**config.mk**
```make
export PLATFORM = sky130hd
export DESIGN_NAME = uart_fifo_ctrl
export DESIGN_NICKNAME = d
export VERILOG_FILES = /design/src/rtl/uart_pkg.sv /design/src/rtl/sync_fifo.sv /design/src/rtl/uart_fifo_ctrl.sv
export SDC_FILE = /design/constraint.sdc
export NUM_CORES = 1
export LEC_CHECK = 0
export ABC_AREA = 1
export BUFFER_PORTS_ARGS = -buffer_cell sky130_fd_sc_hd__buf_4
export CORE_UTILIZATION = 50
export DETAILED_ROUTE_END_ITERATION = 8
export PLACE_DENSITY = 0.73
export SLEW_MARGIN = 10
export SYNTH_ARGS = -nofsm -noshare
export SYNTH_HDL_FRONTEND = slang
export SYNTH_SLANG_ARGS = --single-unit
```
**constraint.sdc**
```tcl
create_clock -name clk -period 1.61 [get_ports clk]
set_input_delay 0.161 -clock clk [delete_from_list [all_inputs] [get_ports clk]]
set_output_delay 0.161 -clock clk [all_outputs]
set_load 0.05 [all_outputs]
```
**src/rtl/uart_pkg.sv**
```systemverilog
// Constants and FSM encodings shared by the UART core and its FIFO/handshake controller.
package uart_pkg;

    localparam int FIFO_DEPTH = 4;

    // Baud generation lives in the uart core; kept here so both sides agree on the clock plan.
    localparam int CLK_HZ   = 50_000_000;
    localparam int BAUD     = 115_200;
    localparam int BAUD_DIV = CLK_HZ / BAUD;

    typedef enum logic [2:0] {
        T_IDLE    = 3'b001,
        T_SEND    = 3'b010,
        T_RELEASE = 3'b100
    } tx_state_e;

    typedef enum logic [1:0] {
        R_IDLE = 2'b01,
        R_ACK  = 2'b10
    } rx_state_e;

endpackage

```
**src/rtl/sync_fifo.sv**
```systemverilog
// Synchronous circular-buffer FIFO with first-word fall-through read data and a separate count.
module sync_fifo #(
    parameter int WIDTH = 8,
    parameter int DEPTH = 4
) (
    input  logic                     clk,
    input  logic                     rst,
    input  logic                     push,
    input  logic                     pop,
    input  logic [WIDTH-1:0]         wr_data,
    output logic [WIDTH-1:0]         rd_data,
    output logic                     full,
    output logic                     empty,
    output logic [$clog2(DEPTH):0]   count
);
    localparam int AW    = $clog2(DEPTH);
    localparam int CNT_W = AW + 1;

    logic [WIDTH-1:0] mem_q [DEPTH];
    logic [AW-1:0]    wr_ptr_q, rd_ptr_q;
    logic [CNT_W-1:0] count_q, count_d;
    logic             push_ok, pop_ok;

    // Accept/reject is decided on the registered count only, so a same-cycle
    // pop never makes room for a push on a full FIFO (and vice versa).
    assign full    = (count_q == CNT_W'(DEPTH));
    assign empty   = (count_q == '0);
    assign push_ok = push && !full;
    assign pop_ok  = pop && !empty;
    assign count   = count_q;
    assign rd_data = empty ? '0 : mem_q[rd_ptr_q];

    always_comb begin
        count_d = count_q;
        case ({push_ok, pop_ok})
            2'b10:   count_d = count_q + CNT_W'(1);
            2'b01:   count_d = count_q - CNT_W'(1);
            default: count_d = count_q;
        endcase
    end

    always_ff @(posedge clk) begin
        if (rst) begin
            wr_ptr_q <= '0;
            rd_ptr_q <= '0;
            count_q  <= '0;
        end else begin
            if (push_ok) wr_ptr_q <= wr_ptr_q + AW'(1);
            if (pop_ok)  rd_ptr_q <= rd_ptr_q + AW'(1);
            count_q <= count_d;
        end
    end

    always_ff @(posedge clk) begin
        if (push_ok) mem_q[wr_ptr_q] <= wr_data;
    end

endmodule

```
**src/rtl/uart_fifo_ctrl.sv**
```systemverilog
// TX/RX byte buffering between CPU registers and the uart core, with the frame
// (start_tx/tx_done) and receive (rx_available/rx_clear) handshakes.
module uart_fifo_ctrl
    import uart_pkg::*;
#(
    parameter int DEPTH = FIFO_DEPTH,
    parameter int CNT_W = $clog2(DEPTH) + 1
) (
    input  logic             clk,
    input  logic             rst,
    input  logic             tx_wr_en,
    input  logic [7:0]       tx_wr_data,
    output logic             tx_full,
    output logic [CNT_W-1:0] tx_count,
    input  logic             rx_rd_en,
    output logic [7:0]       rx_rd_data,
    output logic             rx_empty,
    output logic [CNT_W-1:0] rx_count,
    output logic             rx_overrun,
    input  logic             rx_ovr_clr,
    output logic             start_tx,
    output logic [7:0]       tx_value,
    input  logic             tx_done,
    input  logic             rx_available,
    input  logic [7:0]       rx_value,
    output logic             rx_clear
);
    tx_state_e  tx_state_q, tx_state_d;
    rx_state_e  rx_state_q, rx_state_d;
    logic       start_tx_q, start_tx_d;
    logic [7:0] tx_value_q, tx_value_d;
    logic       rx_clear_q, rx_clear_d;
    logic       rx_overrun_q, rx_overrun_d;
    logic       tx_pop, tx_empty;
    logic [7:0] tx_head;
    logic       rx_push, rx_full;

    sync_fifo #(.WIDTH(8), .DEPTH(DEPTH)) u_tx_fifo (
        .clk(clk), .rst(rst), .push(tx_wr_en), .pop(tx_pop), .wr_data(tx_wr_data),
        .rd_data(tx_head), .full(tx_full), .empty(tx_empty), .count(tx_count)
    );

    sync_fifo #(.WIDTH(8), .DEPTH(DEPTH)) u_rx_fifo (
        .clk(clk), .rst(rst), .push(rx_push), .pop(rx_rd_en), .wr_data(rx_value),
        .rd_data(rx_rd_data), .full(rx_full), .empty(rx_empty), .count(rx_count)
    );

    // One pop per frame: the byte is latched into tx_value on leaving T_IDLE.
    always_comb begin
        tx_state_d = tx_state_q;
        start_tx_d = start_tx_q;
        tx_value_d = tx_value_q;
        tx_pop     = 1'b0;
        case (tx_state_q)
            T_IDLE: if (!tx_empty) begin
                tx_pop     = 1'b1;
                tx_value_d = tx_head;
                start_tx_d = 1'b1;
                tx_state_d = T_SEND;
            end
            T_SEND: if (tx_done) begin
                start_tx_d = 1'b0;
                tx_state_d = T_RELEASE;
            end
            T_RELEASE: if (!tx_done) tx_state_d = T_IDLE;
            default: begin
                start_tx_d = 1'b0;
                tx_state_d = T_IDLE;
            end
        endcase
    end

    always_comb begin
        rx_state_d = rx_state_q;
        rx_clear_d = rx_clear_q;
        rx_push    = 1'b0;
        case (rx_state_q)
            R_IDLE: if (rx_available) begin
                rx_push    = 1'b1;
                rx_clear_d = 1'b1;
                rx_state_d = R_ACK;
            end
            R_ACK: if (!rx_available) begin
                rx_clear_d = 1'b0;
                rx_state_d = R_IDLE;
            end
            default: begin
                rx_clear_d = 1'b0;
                rx_state_d = R_IDLE;
            end
        endcase
        // A new drop outranks a same-cycle clear.
        if (rx_push && rx_full) rx_overrun_d = 1'b1;
        else if (rx_ovr_clr)    rx_overrun_d = 1'b0;
        else                    rx_overrun_d = rx_overrun_q;
    end

    always_ff @(posedge clk) begin
        if (rst) begin
            tx_state_q   <= T_IDLE;
            rx_state_q   <= R_IDLE;
            start_tx_q   <= 1'b0;
            tx_value_q   <= '0;
            rx_clear_q   <= 1'b0;
            rx_overrun_q <= 1'b0;
        end else begin
            tx_state_q   <= tx_state_d;
            rx_state_q   <= rx_state_d;
            start_tx_q   <= start_tx_d;
            tx_value_q   <= tx_value_d;
            rx_clear_q   <= rx_clear_d;
            rx_overrun_q <= rx_overrun_d;
        end
    end

    assign start_tx   = start_tx_q;
    assign tx_value   = tx_value_q;
    assign rx_clear   = rx_clear_q;
    assign rx_overrun = rx_overrun_q;

endmodule

```
### Word-level counts from Yosys, hierarchy flattened

Memory sizes are Yosys's and may differ from the RTL's. A register that Yosys moved wholly into a read port is not among the register bits.
Cells that the tools add are included.

| cells by class | value |
|---|---|
| $add $sub $neg | 8 |
| equality and inequality tests | 16 |
| magnitude comparators | 0 |
| muxes and demuxes | 28 |
| divide/modulo/power cells | 0 |
| $mul | 0 |
| bitwise gates (word level) | 2 |
| shifts and indexed selects | 0 |
| reduce and logical (&&, ||, !) cells | 18 |

Operator list:

| cell | count |
|---|---|
| 2-to-1 mux 1 bit | 14 |
| one-hot mux 3 bit (2 select lines) | 2 |
| != test 2 bit (second input constant) | 5 |
| equality test 3 bit (second input constant) | 3 |
| 2-to-1 mux 3 bit | 3 |
| one-hot mux 3 bit (3 select lines) | 1 |
| adder 2 x 1 -> 2 bit (second input constant) | 4 |
| 2-to-1 mux 2 bit | 4 |
| 2-to-1 mux 8 bit | 1 |
| adder 3 x 1 -> 3 bit (second input constant) | 2 |
| equality test 2 x 1 -> 1 bit (second input constant) | 3 |
| equality test 2 bit (second input constant) | 3 |
| zero test 3 bit | 2 |
| AND reduction 3 bit | 2 |
| nonzero test 2 bit | 3 |
| subtractor 3 x 1 -> 3 bit (second input constant) | 2 |
| logical AND 1 bit | 5 |
| zero test 1 bit | 4 |
| one-hot mux 2 bit (2 select lines) | 1 |
| AND reduction 2 bit | 2 |
| equality test 3 x 1 -> 1 bit (second input constant) | 1 |
| equality test 3 x 2 -> 1 bit (second input constant) | 1 |
| one-hot mux 1 bit (3 select lines) | 1 |
| inverter 1 bit | 2 |
| one-hot mux 1 bit (2 select lines) | 1 |

| word-level totals | value |
|---|---|
| memories | 2 |
| logic and storage cells | 85 |
| input bits | 23 |
| RAM bits | 64 |
| output and inout bits | 27 |
| register bits | 22 |
| memory bits (read-only) | 0 |
| bits in latches | 0 |

Memory list:

| name | words | width | rd ports | clocked after Yosys merged registers in | wr ports | RTL line | text |
|---|---|---|---|---|---|---|---|
| u_rx_fifo.mem_q | 4 | 8 | 1 | 1 | 1 | sync_fifo.sv:19 | `logic [WIDTH-1:0] mem_q [DEPTH];` |
| u_tx_fifo.mem_q | 4 | 8 | 1 | 1 | 1 | sync_fifo.sv:19 |  |

### Longest topological paths before layout

| depth | value |
|---|---|
| depth after elaboration | 6 |
| gate-level depth with buffers | 13 |
| gate-level depth less buffers | 13 |

### Modules after synthesis

Synthesis repeated with hierarchy kept, for this count alone.

| unflattened totals | value |
|---|---|
| cells, all modules | 409 |
| area total of the unflattened synthesis | 4161.5 um^2 |

Modules (own cells, without submodules):

| module | cells an instance | area an instance (um^2) | instances | sequential area each (um^2) |
|---|---|---|---|---|
| sync_fifo | 164 | 1778.0 | 2 | 1141.1 |
| uart_fifo_ctrl | 81 | 605.6 | 1 | 300.3 |

### Least setup slack after synthesis

Ideal clock, no wire load.

| timing | value |
|---|---|
| kind | flip-flop to flip-flop |
| from | register u_tx_fifo.count_q[1] (netlist: u_tx_fifo.count[1]) |
| to | register u_tx_fifo.count_q[2] (netlist: u_tx_fifo.count[2]) |
| data required time | 1540 ps |
| path slack | -442 ps |
| path buffers | 0 |
| clock period less this slack | 2052 ps |
| arrival time | 1983 ps |
| cell stages (with the launch flop) | 13 |
| library setup time | 70 ps |
| cells stage by stage | dfxtp_1 inv_2 nand3_1 nand2_2 inv_4 ha_1 inv_1 fa_1 nor2_1 nor2_1 nand2_1 o21ai_0 a21oi_1 |

| on the way | value |
|---|---|
| longest elaborated chain between the ends | 6 |
| elaborated cells between the ends (all ways) | 14 |
| classes of those cells | 2 x add/sub; 3 x eq/ne; 3 x mux; 6 x reduce/logical |

Ends and longest elaborated chain:

| what | RTL line | text |
|---|---|---|
| from (decl) | sync_fifo.sv:21 | `logic [CNT_W-1:0] count_q, count_d;` |
| from (signal assigned) | sync_fifo.sv:50 | `count_q <= count_d;` |
| zero test 3 bit (*) | sync_fifo.sv:27 | `assign empty = (count_q == '0);` |
| 2-to-1 mux 1 bit (*) | uart_fifo_ctrl.sv:55 | `T_IDLE: if (!tx_empty) begin` |
| 2-to-1 mux 1 bit (*) | uart_fifo_ctrl.sv:54 | `case (tx_state_q)` |
| via tx_pop | uart_fifo_ctrl.sv:34 | `logic tx_pop, tx_empty;` |
| logical AND 1 bit (*) | sync_fifo.sv:29 | `assign pop_ok = pop && !empty;` |
| equality test 2 x 1 -> 1 bit / equality test 2 bit (equally long branches) | sync_fifo.sv:35 | `case ({push_ok, pop_ok})` |
| one-hot mux 3 bit (2 select lines) / nonzero test 2 bit (equally long branches) | - |  |

Mark *: on every way through the listed nets, which the timed path passes. The rest lies on a longest branch.
A chain may end at the register's enable or synchronous reset.

==> qor.yml <==
crit_chain: "buf_8 -> nor2_4 -> nor2_2 -> o21ai_1 -> a21oi_1 -> buf_4"
postSynth.topFlopCell: "sky130_fd_sc_hd__edfxtp_1"
finalHoldViolCount: 0
hold_depth: 2
final_ws_setup_ns: -0.0740
rsz0062_at_grt: "true"
final_area_um2: 5090
cts.htree.levels: 3
wl_per_cell_um: 13.4
yosys.cell_count.top_type: "sky130_fd_sc_hd__nor2_1"
vias: 2779
synth.ff_latch_count: 95
grt_pass1_vias: 2746
synth.top_cells.by_area: "sky130_fd_sc_hd__edfxtp_1 (49%), sky130_fd_sc_hd__dfxtp_1 (16%), sky130_fd_sc_hd__nor2_1 (8.3%)"
setup.worst_path.end_class: "output pin"
final.min_clock_period_ns: 1.68
detail_route.vias_per_cell: 4.90
worst-setup-path-type: "flip-flop to output pin"
grt-ovfl-total: 0
synth-warning-count: 0
status: "finished with violations"
die_y_um: 90.8
post-route-period-util: 1.05
power.density_nw_per_um2: 1890
cts-buffers-inserted: 9
worst_ir_drop_vdd_mv: 1.12
ant_nets: 0
reg2reg_setup_slack_ns: -0.03
antenna_found_initial: 0
io-pin-count: 50
synth_enable_flop_cells: 64
drive_above_1_share: 0.316
cts_tree: "built"
finalNetCount: 495
cp_slowest_stage_delay_ns: 0.40
setup_tns_ns: -0.206
fmaxAchievable_mhz: 594
cts.reportedPaths.clkPinSlew_ns: 0.10
finalPower_w: 0.00960
finalClockSkew_ns: 0.00884
placement.cell_area_um2: 4600
synthToLayoutAreaGrowth_pct: 29.1
avgSynthCellArea_um2: 10.8
floorplan.die.width_um: 90.8
crit_path_max_fanout: 8
worst-r2r-cell-count: 11
syn-num-nets: 400
detail_route.drc_violations: 0
rows: 32
globalplace.congestion: 0.829
async_flop_share: 0
synth.top_cells.by_count: "sky130_fd_sc_hd__nor2_1 (87), sky130_fd_sc_hd__edfxtp_1 (64), sky130_fd_sc_hd__o21ai_0 (45)"
finalSetupViolations: 9
max-slew-margin-rel: 0.823
worst_pin_slew_ns: 0.265
drt_total_wl_um: 7620
starting_utilization_of_the_core_area: 0.513
synth.top_cell.area_share: 0.488
clock_sinks: 95
synthesis.area_um2: 3940
die_area_um2: 8240
insertedDiodeCount: 0
max_cap_viol_count: 0
detailedRoute.firstPassIterationCount: 4
detail_route.iter0.violations: 179
buffer_ports.inserted: 49
clock-root-buffer: "sky130_fd_sc_hd__clkbuf_8"
track_usage: 0.199
synth-seq-area-share: 0.645
failed_checks: "negative setup slack"
worstSetupStartpointType: "flip-flop"
clk-insertion-delay-late_ns: 0.36
floorplan.core_area_um2: 7690
arrival_ns: 1.52
final-instance-count-excl-fill: 567
critical_path_slowest_stage_cell: "sky130_fd_sc_hd__dfxtp_4"
critPathRequiredTime_ns: 1.45
distinct_cells_synth: 31
grt_first_pass_wirelength_um: 12500
synth_top_area_cell: "sky130_fd_sc_hd__edfxtp_1"
dpl.cell_count: 526
detailedPlacementHpwl_um: 4910
grt_max_degree: 19
netlist_instances: 365
pre_cts_ws_ns: -0.0294
final_max_slew_viol_count: 0
power.leakage_nw: 2.02
clock_path_buffers: 2
holdCritPathClass: "input port to flip-flop"
-- final timing paths --
| kind | startpoint | end |
|---|---|---|
| hold reg to reg | start_tx | start_tx |
| hold / removal | rx_available | rx_state_q[0] |
| setup reg to reg | tx_state_q[2] | u_tx_fifo.count[1] |
| setup / recovery | flip-flop | rx_rd_data[7] |
-- where the power goes --
group	internal, W	switching, W	leakage, nW
clock network	0.000591	0.000875	0.0929
logic	0.00169	0.00306	1.08
registers	0.00309	0.000285	0.847
total	0.00537	0.00422	2.02
-- layout make-up --
type	count	area (µm²)
Fill cell	608	2600
Timing Repair Buffer	97	787
Inverter	39	184
Clock buffer	9	124
Sequential cell	95	2580
Tap cell	102	128
Clock inverter	7	58.8
Multi-Input combinational cell	218	1230
-- cell usage in the layout, fill, tap and decap left out, drive strengths merged --
cell type,instances
inv,42
nand2,16
edfxtp,64
ha,10
clkinv,3
nand3,9
dlygate4sd3,16
nand4,3
fa,2
buf,81
clkbuf,9
clkinvlp,1
o22ai,8
a21oi,25
nor3,2
xor2,2
nor2,89
dfxtp,31
o21ai,52
-- cell families after synthesis --
logic type / after synthesis / share of synthesized area
and+or+nand+nor: 119 / 0.125
DFF: 95 / 0.645
AOI/OAI and AO/OA: 85 / 0.113
buffers and inverters: 52 / 0.0702
adders and majority gates: 12 / 0.0419
xor gates and xnor gates: 2 / 0.00445
-- layer usage --
metal / routed length [µm] / track usage / up-vias
met5: 0 / 0 / -
met4: 89 / 0.0767 / 0
met3: 232 / 0.0404 / 9
met2: 4070 / 0.372 / 43
met1: 3230 / 0.219 / 1293
li1: - / - / 1434
-- sequential cells by signal, summed over array words and instances (netlist names), 3 cells and up, named ones only --
name             flops
tx_state_q           3
u_tx_fifo.mem_q     32
u_rx_fifo.count      3
tx_value             8
u_rx_fifo.mem_q     32
u_tx_fifo.count      3
-- critical path, delay by kind of cell (launching register included) --
family,cells,cell delay [ns]
AO/OA/AOI/OAI,2,0.26
buffers and inverters,2,0.37
flip-flops,1,0.40
AND/OR/NAND/NOR,2,0.14
-- timing repair --
action | CTS | global route
gates resized for setup | 12 | 27
hold endpoints to repair | 64 | 0
hold buffers | 16 | 0
pin swaps | 7 | 11
buffers inserted | 4 | 5
endpoints found under the setup margin | 11 | 12
-- metrics by stage --
| step | utilization | hold WS [ns] |
|---|---|---|
| final | 0.662 | 0.0149 |
| after global routing | 0.662 | 0.0242 |
| after floorplan | - | 0.260 |
| after global placement | 0.599 | 0.361 |
| after CTS | 0.650 | 0.00327 |
| after detailed placement | 0.599 | 0.364 |
No activity file was read; power rests on OpenSTA's default activity.
